[src/rtl/fp_pkg.sv]
// Shared definitions for the sequential floating-point add/sub unit:
// FSM state encoding, flag bit positions and special-value patterns.
package fp_pkg;

   typedef enum logic [2:0] {
      S_IDLE  = 3'd0,
      S_ALIGN = 3'd1,
      S_ADD   = 3'd2,
      S_NORM  = 3'd3,
      S_ROUND = 3'd4,
      S_DONE  = 3'd5
   } state_t;

   localparam int FLG_NV = 3;
   localparam int FLG_OF = 2;
   localparam int FLG_UF = 1;
   localparam int FLG_NX = 0;

   // Canonical quiet NaN: sign 0, exponent all ones, fraction MSB set.
   // Returned in a wide container; callers truncate to their operand width.
   function automatic logic [63:0] fp_qnan(input int exp_w, input int man_w);
      logic [63:0] v;
      v = ((64'd1 << exp_w) - 64'd1) << man_w;
      v = v | (64'd1 << (man_w - 1));
      return v;
   endfunction

   // Infinity magnitude (sign bit clear): exponent all ones, fraction zero.
   function automatic logic [63:0] fp_inf(input int exp_w, input int man_w);
      logic [63:0] v;
      v = ((64'd1 << exp_w) - 64'd1) << man_w;
      return v;
   endfunction

endpackage

[src/rtl/fp_lzc.sv]
// Combinational leading-zero counter; an all-zero input reports WIDTH.
module fp_lzc #(
   parameter int  WIDTH = 27,
   localparam int CW    = $clog2(WIDTH + 1)
) (
   input  logic [WIDTH-1:0] din,
   output logic [CW-1:0]    count
);

   // Scan upward so the highest set bit determines the final count
   always_comb begin
      count = CW'(WIDTH);
      for (int i = 0; i < WIDTH; i++) begin
         count = din[i] ? CW'(WIDTH - 1 - i) : count;
      end
   end

endmodule

[src/rtl/fp_addsub_seq.sv]
// Multi-cycle floating-point adder/subtractor with fixed five-cycle latency.
// Stages: ALIGN -> ADD -> NORM -> ROUND -> DONE, each stage registered.
// Subnormal inputs and tiny results are flushed to signed zero.
module fp_addsub_seq
   import fp_pkg::*;
#(
   parameter int  EXP_W = 8,
   parameter int  MAN_W = 23,
   localparam int W     = 1 + EXP_W + MAN_W
) (
   input  logic         clk,
   input  logic         rst_n,
   input  logic         start,
   input  logic         op_sub,
   input  logic [W-1:0] a,
   input  logic [W-1:0] b,
   output logic [W-1:0] result,
   output logic [3:0]   flags,
   output logic         busy,
   output logic         done
);

   localparam int MW  = MAN_W + 4;          // {hidden, frac, G, R, S}
   localparam int SW  = MAN_W + 5;          // adder width with carry
   localparam int EW  = EXP_W + 2;          // signed working exponent
   localparam int LZW = $clog2(MW + 1);
   localparam logic [W-1:0]          QNAN     = W'(fp_qnan(EXP_W, MAN_W));
   localparam logic [W-2:0]          INF_MAG  = (W-1)'(fp_inf(EXP_W, MAN_W));
   localparam logic [EXP_W-1:0]      EXP_ONES = {EXP_W{1'b1}};
   localparam logic [EXP_W-1:0]      EXP_ZERO = {EXP_W{1'b0}};
   localparam logic [EXP_W:0]        SH_MAX   = (EXP_W+1)'(MAN_W + 3);
   localparam logic signed [EW-1:0]  EXP_OVF  = EW'((1 << EXP_W) - 1);
   localparam logic signed [EW-1:0]  EXP_ONE  = EW'(1);
   localparam logic signed [EW-1:0]  EXP_NIL  = EW'(0);

   state_t                 state_r, state_nxt_s;
   logic                   accept_s, busy_nxt_s, done_nxt_s;
   logic [W-1:0]           a_r, b_r;
   logic                   special_r;
   logic [W-1:0]           special_val_r;
   logic [3:0]             special_flg_r;
   logic                   sx_r, sub_r;
   logic [EXP_W-1:0]       ex_r;
   logic [MW-1:0]          mx_r, my_r;
   logic [SW-1:0]          sum_r;
   logic [MW-1:0]          nm_r;
   logic signed [EW-1:0]   ne_r;
   logic [W-1:0]           result_r;
   logic [3:0]             flags_r;
   logic                   busy_r, done_r;

   // align-stage combinational values
   logic                   sa_s, sb_s, sx_s, sy_s;
   logic [EXP_W-1:0]       ea_s, eb_s, ex_s, ey_s;
   logic [MAN_W-1:0]       fa_s, fb_s, fx_s, fy_s;
   logic                   a_nan_s, b_nan_s, a_inf_s, b_inf_s, a_ge_s;
   logic [EXP_W:0]         diff_s, sh_s;
   logic [MW-1:0]          my_pre_s, mask_s, my_al_s;
   logic                   sticky_s;
   logic                   spec_s;
   logic [W-1:0]           spec_val_s;
   logic [3:0]             spec_flg_s;
   // add / normalise / round combinational values
   logic [SW-1:0]          sum_s;
   logic [LZW-1:0]         lz_s;
   logic [MW-1:0]          nm_s;
   logic signed [EW-1:0]   ne_s;
   logic                   zero_s, uf_s;
   logic [MAN_W:0]         mant_s;
   logic [MAN_W+1:0]       mr_s;
   logic [MAN_W-1:0]       frac_s;
   logic signed [EW-1:0]   re_s;
   logic                   inc_s;
   logic [W-1:0]           round_res_s;
   logic [3:0]             round_flg_s;

   // State register
   always_ff @(posedge clk or negedge rst_n) begin
      if (!rst_n) state_r <= S_IDLE;
      else        state_r <= state_nxt_s;
   end

   // Next-state: fixed walk through the pipeline stages, start only honoured in IDLE
   always_comb begin
      state_nxt_s = S_IDLE;
      case (state_r)
         S_IDLE:  state_nxt_s = start ? S_ALIGN : S_IDLE;
         S_ALIGN: state_nxt_s = S_ADD;
         S_ADD:   state_nxt_s = S_NORM;
         S_NORM:  state_nxt_s = S_ROUND;
         S_ROUND: state_nxt_s = S_DONE;
         S_DONE:  state_nxt_s = S_IDLE;
         default: state_nxt_s = S_IDLE;
      endcase
   end

   // Output decode: next values of the registered handshake outputs
   always_comb begin
      accept_s   = (state_r == S_IDLE) && start;
      busy_nxt_s = (state_nxt_s != S_IDLE);
      done_nxt_s = (state_nxt_s == S_DONE);
   end

   // Unpack, classify, order by magnitude and align the smaller operand
   always_comb begin
      sa_s = a_r[W-1];
      ea_s = a_r[W-2:MAN_W];
      fa_s = (ea_s != EXP_ZERO) ? a_r[MAN_W-1:0] : {MAN_W{1'b0}};
      sb_s = b_r[W-1];
      eb_s = b_r[W-2:MAN_W];
      fb_s = (eb_s != EXP_ZERO) ? b_r[MAN_W-1:0] : {MAN_W{1'b0}};
      a_nan_s = (ea_s == EXP_ONES) && (fa_s != {MAN_W{1'b0}});
      b_nan_s = (eb_s == EXP_ONES) && (fb_s != {MAN_W{1'b0}});
      a_inf_s = (ea_s == EXP_ONES) && (fa_s == {MAN_W{1'b0}});
      b_inf_s = (eb_s == EXP_ONES) && (fb_s == {MAN_W{1'b0}});
      a_ge_s  = {ea_s, fa_s} >= {eb_s, fb_s};
      if (a_ge_s) begin
         sx_s = sa_s; ex_s = ea_s; fx_s = fa_s;
         sy_s = sb_s; ey_s = eb_s; fy_s = fb_s;
      end else begin
         sx_s = sb_s; ex_s = eb_s; fx_s = fb_s;
         sy_s = sa_s; ey_s = ea_s; fy_s = fa_s;
      end
      diff_s   = {1'b0, ex_s} - {1'b0, ey_s};
      sh_s     = (diff_s > SH_MAX) ? SH_MAX : diff_s;
      my_pre_s = {(ey_s != EXP_ZERO), fy_s, 3'b000};
      mask_s   = ~({MW{1'b1}} << sh_s);
      sticky_s = |(my_pre_s & mask_s);
      my_al_s  = (my_pre_s >> sh_s) | {{(MW-1){1'b0}}, sticky_s};
      spec_flg_s = 4'b0000;
      if (a_nan_s || b_nan_s) begin
         spec_s = 1'b1; spec_val_s = QNAN;
      end else if (a_inf_s && b_inf_s && (sa_s != sb_s)) begin
         spec_s = 1'b1; spec_val_s = QNAN; spec_flg_s[FLG_NV] = 1'b1;
      end else if (a_inf_s) begin
         spec_s = 1'b1; spec_val_s = a_r;
      end else if (b_inf_s) begin
         spec_s = 1'b1; spec_val_s = b_r;
      end else begin
         spec_s = 1'b0; spec_val_s = {W{1'b0}};
      end
   end

   // Magnitude add or subtract; X >= Y so the difference never goes negative
   always_comb begin
      sum_s = sub_r ? ({1'b0, mx_r} - {1'b0, my_r}) : ({1'b0, mx_r} + {1'b0, my_r});
   end

   fp_lzc #(.WIDTH(MW)) u_lzc (
      .din   (sum_r[MW-1:0]),
      .count (lz_s)
   );

   // Normalise: absorb a carry with one right shift, else left shift by the zero count
   always_comb begin
      zero_s = (sum_r == {SW{1'b0}});
      if (sum_r[SW-1]) begin
         nm_s = {sum_r[SW-1:2], sum_r[1] | sum_r[0]};
         ne_s = $signed({2'b00, ex_r}) + EXP_ONE;
      end else begin
         nm_s = sum_r[MW-1:0] << lz_s;
         ne_s = $signed({2'b00, ex_r}) - $signed({{(EW-LZW){1'b0}}, lz_s});
      end
      uf_s = !zero_s && (ne_s <= EXP_NIL);
   end

   // Round to nearest even, then resolve overflow and previously settled specials
   always_comb begin
      mant_s = nm_r[MW-1:3];
      inc_s  = nm_r[2] & (nm_r[1] | nm_r[0] | nm_r[3]);
      mr_s   = {1'b0, mant_s} + {{(MAN_W+1){1'b0}}, inc_s};
      if (mr_s[MAN_W+1]) begin
         frac_s = mr_s[MAN_W:1];
         re_s   = ne_r + EXP_ONE;
      end else begin
         frac_s = mr_s[MAN_W-1:0];
         re_s   = ne_r;
      end
      round_flg_s = 4'b0000;
      if (special_r) begin
         round_res_s = special_val_r;
         round_flg_s = special_flg_r;
      end else if (re_s >= EXP_OVF) begin
         round_res_s = {sx_r, INF_MAG};
         round_flg_s[FLG_OF] = 1'b1;
         round_flg_s[FLG_NX] = 1'b1;
      end else begin
         round_res_s = {sx_r, re_s[EXP_W-1:0], frac_s};
         round_flg_s[FLG_NX] = nm_r[2] | nm_r[1] | nm_r[0];
      end
   end

   // Datapath registers: each stage captures its own results
   always_ff @(posedge clk or negedge rst_n) begin
      if (!rst_n) begin
         a_r <= {W{1'b0}};  b_r <= {W{1'b0}};
         special_r <= 1'b0; special_val_r <= {W{1'b0}}; special_flg_r <= 4'b0000;
         sx_r <= 1'b0; sub_r <= 1'b0; ex_r <= EXP_ZERO;
         mx_r <= {MW{1'b0}}; my_r <= {MW{1'b0}};
         sum_r <= {SW{1'b0}}; nm_r <= {MW{1'b0}}; ne_r <= EXP_NIL;
      end else begin
         case (state_r)
            S_IDLE: begin
               if (start) begin
                  a_r <= a;
                  b_r <= {b[W-1] ^ op_sub, b[W-2:0]};
               end
            end
            S_ALIGN: begin
               special_r     <= spec_s;
               special_val_r <= spec_val_s;
               special_flg_r <= spec_flg_s;
               sx_r  <= sx_s;
               sub_r <= sx_s ^ sy_s;
               ex_r  <= ex_s;
               mx_r  <= {(ex_s != EXP_ZERO), fx_s, 3'b000};
               my_r  <= my_al_s;
            end
            S_ADD: sum_r <= sum_s;
            S_NORM: begin
               nm_r <= nm_s;
               ne_r <= ne_s;
               if (!special_r && zero_s) begin
                  special_r     <= 1'b1;
                  special_val_r <= {(sub_r ? 1'b0 : sx_r), {(W-1){1'b0}}};
                  special_flg_r <= 4'b0000;
               end else if (!special_r && uf_s) begin
                  special_r     <= 1'b1;
                  special_val_r <= {sx_r, {(W-1){1'b0}}};
                  special_flg_r <= 4'b0011;
               end
            end
            default: ;
         endcase
      end
   end

   // Output registers: result/flags load entering DONE, flags clear on acceptance
   always_ff @(posedge clk or negedge rst_n) begin
      if (!rst_n) begin
         result_r <= {W{1'b0}};
         flags_r  <= 4'b0000;
         busy_r   <= 1'b0;
         done_r   <= 1'b0;
      end else begin
         busy_r <= busy_nxt_s;
         done_r <= done_nxt_s;
         if (accept_s) begin
            flags_r <= 4'b0000;
         end else if (state_r == S_ROUND) begin
            result_r <= round_res_s;
            flags_r  <= round_flg_s;
         end
      end
   end

   assign result = result_r;
   assign flags  = flags_r;
   assign busy   = busy_r;
   assign done   = done_r;

endmodule

[config.mk]
export PLATFORM = sky130hd
export DESIGN_NAME = fp_addsub_seq
export DESIGN_NICKNAME = d
export VERILOG_FILES = /design/src/rtl/fp_pkg.sv /design/src/rtl/fp_lzc.sv /design/src/rtl/fp_addsub_seq.sv
export SDC_FILE = /design/constraint.sdc
export NUM_CORES = 1
export LEC_CHECK = 0
export BUFFER_PORTS_ARGS = -buffer_cell sky130_fd_sc_hd__buf_4
export CAP_MARGIN = 20
export CELL_PAD_IN_SITES_DETAIL_PLACEMENT = 1
export CELL_PAD_IN_SITES_GLOBAL_PLACEMENT = 2
export CORE_MARGIN = 2
export CORE_UTILIZATION = 35
export CTS_BUF_LIST = sky130_fd_sc_hd__clkbuf_2 sky130_fd_sc_hd__clkbuf_4 sky130_fd_sc_hd__clkbuf_8
export DETAILED_ROUTE_END_ITERATION = 6
export HOLD_SLACK_MARGIN = 0.05
export PLACE_DENSITY_LB_ADDON = 0.1
export SKIP_LAST_GASP = 1
export SLEW_MARGIN = 15
export SYNTH_ARGS = -nofsm -noshare
export SYNTH_HDL_FRONTEND = slang
export SYNTH_SLANG_ARGS = --single-unit
export TNS_END_PERCENT = 5
[constraint.sdc]
create_clock -name clk -period 7.6 [get_ports clk]
set_clock_uncertainty 0.15 [all_clocks]
set_input_delay 1.52 -clock clk [delete_from_list [all_inputs] [get_ports clk]]
set_output_delay 1.52 -clock clk [all_outputs]
set_load 0.01 [all_outputs]
After elaboration in Yosys (flattened, before gate mapping)
Index checks and enable logic that the tools add are counted.

Flip-flop bits (word level): 268. Bits of input ports: 68.

$add $sub $neg: 7. $lt $le $gt $ge: 4. Eq/ne operators: 9. Shift operators: 3. Muxes and demuxes: 73. Bitwise operators: 12. Reduce and logical (&&, ||, !) cells: 30.

Operators with widths (number): $mux W32 (7); $mux W5 (26); $mux W23 (5); $pmux W32 S2 (1); $logic_not A23 Y1 (2); $reduce_bool A23 Y1 (2); $reduce_bool A8 Y1 (4); $ge A31 B31 Y1 (1); $mux W31 (1); $add A27 B27 Y28 (1); $logic_not A28 Y1 (1); $mux W28 (1); $sub A27 B27 Y28 (1); $and A27 B27 Y27 (1); $mux W27 (1); $not A27 Y27 (1); $or A27 B1 Y27 (1); $reduce_or A27 Y1 (1); $shl A27 B5 Y27 (1); $shl A27 B9 Y27 const A (1); $shr A27 B9 Y27 (1); $add A24 B1 Y25 (1); $mux W10 (2); $mux W1 (19); 30 further kinds (55).

Depth between registers and ports, before layout
Depth in word-level cells: 35. Depth in mapped cells: 31.

Hierarchy
A second synthesis with hierarchy kept.

Cell total of the unflattened synthesis: 2277. Area, all modules: 19002.0 µm².

By module, submodules not included: fp_addsub_seq (instances 1, cells an instance 2226, area an instance 18724.2 µm², sequential area each 6656.4 µm²); fp_lzc (instances 1, cells an instance 51, area an instance 277.8 µm², sequential area each 0.0 µm²).

Worst setup path before layout
No wires, ideal clock.

Path kind: reg2reg. Start: register a_r[30]. End: register my_r[3]. Library setup time: 96 ps. Data arrival time: 6765 ps. Data required time: 7354 ps. Setup slack: 589 ps. Cell stages (with the launch flop): 27. Path buffers: 6. Period minus slack after synthesis: 7011 ps. Cells stage by stage: dfrtp_1 nor4_1 nand2_1 clkbuf_1 and2_1 ha_1 and4_1 a221oi_2 o211ai_1 a21oi_2 buf_6 buf_6 clkbuf_1 clkbuf_1 buf_1 mux2_2 ha_1 or2_2 o21ai_1 mux2_2 nand4b_4 nand4_4 mux2_1 mux2_4 mux2i_4 a21oi_1 o32ai_2.

Word-level cells in the longest chain between the ends: 9. Elaborated cells between the ends (all ways): 12. Those cells by class: add/sub (1); order compare (2); shift (1); mux (5); bitwise (1); reduce/logical (2).

Ends and longest elaborated chain: start, declared (line fp_addsub_seq.sv:38) `logic [W-1:0] a_r, b_r;`; start signal, assigned (line fp_addsub_seq.sv:196) `a_r <= {W{1'b0}}; b_r <= {W{1'b0}};`; $reduce_bool A8 Y1 (line fp_addsub_seq.sv:108) `fa_s = (ea_s != EXP_ZERO) ? a_r[MAN_W-1:0] : {MAN_W{1'b0}};`; $mux W23 (line fp_addsub_seq.sv:108); $ge A31 B31 Y1 (line fp_addsub_seq.sv:116) `a_ge_s = {ea_s, fa_s} >= {eb_s, fb_s};`; $mux W8 (line fp_addsub_seq.sv:117) `if (a_ge_s) begin`; $sub A8 B8 Y9 (line fp_addsub_seq.sv:124) `diff_s = {1'b0, ex_s} - {1'b0, ey_s};`; $gt A9 B5 Y1 (line fp_addsub_seq.sv:125) `sh_s = (diff_s > SH_MAX) ? SH_MAX : diff_s;`; $mux W9 (line fp_addsub_seq.sv:125); $shr A27 B9 Y27 * (line fp_addsub_seq.sv:129) `my_al_s = (my_pre_s >> sh_s) | {{(MW-1){1'b0}}, sticky_s};`; $or A27 B1 Y27 * (line fp_addsub_seq.sv:129); end signal, assigned (line fp_addsub_seq.sv:199) `mx_r <= {MW{1'b0}}; my_r <= {MW{1'b0}};`; end signal, assigned (line fp_addsub_seq.sv:217) `my_r <= my_al_s;`; end, declared (line fp_addsub_seq.sv:44) `logic [MW-1:0] mx_r, my_r;`.

Mark *: on every way between the ends. The rest lies on a longest branch, timed or not. A chain may end at the register's enable or synchronous reset.

Worst setup path in the final report
Start: register b_r[27]. End: register my_r[3].

Word-level cells in the longest chain between the ends: 9. Elaborated cells between the ends (all ways): 12. Those cells by class: add/sub (1); order compare (2); shift (1); mux (5); bitwise (1); reduce/logical (2).

Ends and longest elaborated chain: start, declared (line fp_addsub_seq.sv:38); start signal, assigned (line fp_addsub_seq.sv:196); start signal, assigned (line fp_addsub_seq.sv:206) `b_r <= {b[W-1] ^ op_sub, b[W-2:0]};`; $reduce_bool A8 Y1 (line fp_addsub_seq.sv:111) `fb_s = (eb_s != EXP_ZERO) ? b_r[MAN_W-1:0] : {MAN_W{1'b0}};`; $mux W23 (line fp_addsub_seq.sv:111); $ge A31 B31 Y1 (line fp_addsub_seq.sv:116); $mux W8 (line fp_addsub_seq.sv:117); $sub A8 B8 Y9 (line fp_addsub_seq.sv:124); $gt A9 B5 Y1 (line fp_addsub_seq.sv:125); $mux W9 (line fp_addsub_seq.sv:125); $shr A27 B9 Y27 * (line fp_addsub_seq.sv:129); $or A27 B1 Y27 * (line fp_addsub_seq.sv:129).

Marks and branches as above.

==> flow_results.org <==
** CTS
- Clock tree from TritonCTS :: done
- For this design, the CTS-stage hold fixing added 0 buffers.
- Root buffer cell :: sky130_fd_sc_hd__clkbuf_8
- After clock tree synthesis, the clock-pin slew on the worst setup and hold paths is 0.06 ns.
- Worst-case clock buffer depth :: 3
- Clk Latency, worst-skew pair :: 0.67 ns
- Buffers added to address setup during post-CTS repair amount to 0.
- In this run the number of H-tree levels came out at 2.
- Number of sinks driven by the clock tree :: 266
- Cts bufs inserted :: 51
- The number of gates resized after CTS was 0.

** Timing
- Number of endpoints failing setup at the final stage :: 0
- Worst slack on hold paths :: 0.3292 ns
- After layout, the minimum clock period comes to 7.108 ns.
- Maximum operating frequency :: 140.7 MHz
- Final hold vios :: 0
- Headroom to the max-slew limit came out at 32.33%.
- Adding up every negative setup slack in the final design gives 0 ns.
- Setup repair after global routing left no endpoint under its margin.
- At the pin with the least slew margin, the transition time is 1.002 ns.
- After layout, the worst path uses 93.53% of the clock period.
- Total count of max-transition violations in the final report :: 0

** Floorplanning
- The die covers 0.05648 sq mm.
- Std-Cell Core Area :: 0.05392 sq mm
- In this run the horizontal extent of the chip is 237.7 um.
- Number of ports placed on the die boundary :: 106
- The floorplan has 85 rows.
- Initial core utilization :: 35.44%
- From bottom edge to top edge, the die measures 237.7 um.

** Min path
- Worst hold path depth :: 1
- The worst hold path belongs to the class reg2reg.

** Global route
- The number of global-route vias before repair was 18.19k.
- The number of antenna violations at the first check in global routing came to 1.
- In the global route stage, overall resource usage came out at 25.20%.
- The total overflow left after global routing is 0.
- The first global-routing pass estimated 110000 um of wire.
- Entering global routing, the biggest net connects 135 pins.

** Layout
- Number of nets at the end of the flow :: 2473
- Layout cell share with drive strength beyond 1 :: 14.95%
- Cells fill 40.16% of the core in the end.
- Synth-to-Final Area Change :: 13.33%
- After filler insertion, the fill cell instance count of the layout stands at 6302.
- Most used cells in the layout excluding fill and tap cells :: 292 x sky130_fd_sc_hd__nand2_1, 266 x sky130_fd_sc_hd__dfrtp_1, 188 x sky130_fd_sc_hd__o21ai_0, 150 x sky130_fd_sc_hd__a21oi_1, 149 x sky130_fd_sc_hd__nor2_1
- Most common cell after layout, fill and taps aside :: sky130_fd_sc_hd__nand2_1

** Logic synthesis
- In the synthesized netlist the async set-or-reset flop fraction comes to 100.0%.
- The synthesized design contains 0 enable-type register cells.
- The most used flip-flop cell after synthesis is sky130_fd_sc_hd__dfrtp_1.
- A synthesized cell averages 8.527 sq um.
- Number of warnings printed during yosys synthesis :: 0
- Cell Area, Synth :: 0.01911 sq mm
- Synthesis produced a netlist with a net count of 2400.
- The number of different library cells used by synthesis comes to 97.
- Synth top area share :: 34.83%
- Share of the yosys chip area belonging to registers :: 34.83%
- Flops & latches, synth :: 266
- Top cell type by total area after synthesis :: sky130_fd_sc_hd__dfrtp_1
- Synthesis produced a netlist whose cell count is 2241.
- Yosys attributes the largest share of cell area to sky130_fd_sc_hd__dfrtp_1 35%, sky130_fd_sc_hd__mux2i_1 5.9%, sky130_fd_sc_hd__ha_1 5.8%.

** Detailed routing
- Using the TritonRoute via totals, the vias-per-cell ratio works out to 5.682.
- DRC violation total after the first TritonRoute iteration :: 913
- For this run, design rule violations remaining after detail routing come to 0.
- Overall routed net length :: 71380 um
- Number of iterations in the first detailed-routing pass :: 5
- The detail route stage leaves a number of antenna-violating nets equal to 0.
- The routed layout has 17.30k vias.
- Avg WL per Cell :: 23.44 um

** Critical path
- Data arrival time of the critical path :: 7.49 ns
- Highest net fanout along the worst path :: 37
- Data required time of the critical path :: 7.98 ns
- The worst register-to-register path has a depth of 22.
- The worst setup path is captured at a register.
- STA classifies the critical path startpoint as a register.
- The critical path in this run is classified as reg2reg.

** Run
- Across the run, the number of max-cap violations was 0.

** Outcome
- The flow ran to the end, and the final reports show no timing, DRC or antenna violations.

** Placed design
- Detailed placement ended at an HPWL of 55500 um.
- The congestion estimate from routability-driven global placement came to 0.9091.
- Input and output buffers added on the ports amount to 105.
[registers in the layout, indices dropped and copies added (netlist names), 8 cells and up]
name	count
a_r	32
b_r	32
result	32
special_val_r	32
sum_r	28
my_r	27
nm_r	27
mx_r	24
ne_r	10
ex_r	8
[path summary, 6_finish.rpt]
path                            slack [ns]                end              start
min in group asynchronous             0.68         result[19]              rst_n
max in group asynchronous             5.34             a_r[9]              rst_n
worst max register to register        0.49            my_r[3]            b_r[27]
worst min register to register        0.33  special_val_r[29]  special_val_r[29]
worst min-delay path                  0.33  special_val_r[29]  special_val_r[29]
worst max-delay path                  0.49            my_r[3]            b_r[27]
[critical path, cell delays in order (launching register included)]
cell	delay, ns
sky130_fd_sc_hd__dfrtp_1	0.43
sky130_fd_sc_hd__nor4_1	0.40
sky130_fd_sc_hd__nand2_2	0.54
sky130_fd_sc_hd__nand2_1	0.31
sky130_fd_sc_hd__ha_1	0.28
sky130_fd_sc_hd__a21oi_1	0.16
sky130_fd_sc_hd__o21ai_1	0.10
sky130_fd_sc_hd__a221oi_2	0.48
sky130_fd_sc_hd__o211ai_1	0.24
sky130_fd_sc_hd__a21oi_4	0.20
sky130_fd_sc_hd__mux2_2	0.35
sky130_fd_sc_hd__ha_1	0.19
sky130_fd_sc_hd__or2_2	0.34
sky130_fd_sc_hd__o21ai_1	0.40
sky130_fd_sc_hd__mux2_2	0.44
sky130_fd_sc_hd__nand4b_4	0.17
sky130_fd_sc_hd__nand4_4	0.41
sky130_fd_sc_hd__buf_4	0.37
sky130_fd_sc_hd__mux2i_1	0.13
sky130_fd_sc_hd__mux2i_1	0.39
sky130_fd_sc_hd__mux2i_4	0.13
sky130_fd_sc_hd__a21oi_1	0.21
sky130_fd_sc_hd__o32ai_2	0.12
[per-layer routing]
layer	GRT usage, %	share of wire [%]
met1	31.59	43
met3	3.472	3.6
met5	0	0
met4	10.06	3.8
met2	43.64	49
[final cells by class]
type / count / area [sq um] / area share [%]
clock inverter: 15 / 116.4 / 0.5373
inverter: 92 / 345.3 / 1.595
tap: 696 / 870.8 / 4.021
antenna: 1 / 2.502 / 0.01155
timing repair buffer: 150 / 1146 / 5.292
multi-input combinational: 1753 / 11600 / 53.55
sequential: 266 / 6656 / 30.74
clock buffer: 72 / 922.1 / 4.258
[synth_stat cells (5+ instances only)]
library cell                count
sky130_fd_sc_hd__a2bb2oi_1      5
sky130_fd_sc_hd__a31o_2         5
sky130_fd_sc_hd__nand3_1       46
sky130_fd_sc_hd__a21oi_1      150
sky130_fd_sc_hd__nor2b_1       66
sky130_fd_sc_hd__and3_1        13
sky130_fd_sc_hd__and2_1        33
sky130_fd_sc_hd__o21bai_1      13
sky130_fd_sc_hd__xnor2_1       39
sky130_fd_sc_hd__o22a_1         7
sky130_fd_sc_hd__buf_2         15
sky130_fd_sc_hd__a31oi_1       46
sky130_fd_sc_hd__buf_1          8
sky130_fd_sc_hd__ha_1          89
sky130_fd_sc_hd__o22ai_1       19
sky130_fd_sc_hd__nor3_1        40
sky130_fd_sc_hd__nand2b_1      17
sky130_fd_sc_hd__o211ai_1      23
sky130_fd_sc_hd__o21ai_1        9
sky130_fd_sc_hd__nor4_1        21
sky130_fd_sc_hd__inv_1         86
sky130_fd_sc_hd__dfrtp_1      266
sky130_fd_sc_hd__a221o_1        7
sky130_fd_sc_hd__a21o_1        25
sky130_fd_sc_hd__nor2_1       151
sky130_fd_sc_hd__mux2i_1      113
sky130_fd_sc_hd__xor2_1        22
sky130_fd_sc_hd__o21a_1        11
sky130_fd_sc_hd__nand4_1       31
sky130_fd_sc_hd__o31ai_1       20
sky130_fd_sc_hd__a211oi_1      18
sky130_fd_sc_hd__and4_1        11
sky130_fd_sc_hd__clkbuf_1     100
sky130_fd_sc_hd__or3_1         10
sky130_fd_sc_hd__a221oi_1      14
sky130_fd_sc_hd__nand2_1      294
sky130_fd_sc_hd__o221ai_1       6
sky130_fd_sc_hd__a22o_1         6
sky130_fd_sc_hd__o21ai_0      188
sky130_fd_sc_hd__mux2_2        66
sky130_fd_sc_hd__o41ai_1        6
sky130_fd_sc_hd__a22oi_1       11
[metrics by stage]
step / worst slack, ns / instances / cell area (sq um)
3_3_place_gp: 0.7470 / 2957 / 20620
3_5_place_dp: 0.5788 / 2957 / 20620
5_1_grt: 0.1569 / 3045 / 21660
4_1_cts: 0.5649 / 3044 / 21650
6_report: 0.4915 / 3045 / 21660
2_1_floorplan: 0.5890 / 2241 / 19110
[logic make-up (layout without fill, tap and decap cells)]
family / Yosys count / count (layout) / share of synthesized area, %
AOI/OAI and AO/OA: 647 / 647 / 21.63
xor gates and xnor gates: 62 / 62 / 2.881
adders and majority gates: 91 / 91 / 6.037
buffers and inverters: 222 / 329 / 4.655
DFF: 266 / 266 / 34.83
muxes: 189 / 189 / 10.69
other: 0 / 1 / 0
and+or+nand+nor: 764 / 764 / 19.28
Power is not shown: default switching activity piles up to over one toggle a cycle in this logic, so the estimate is an artifact.
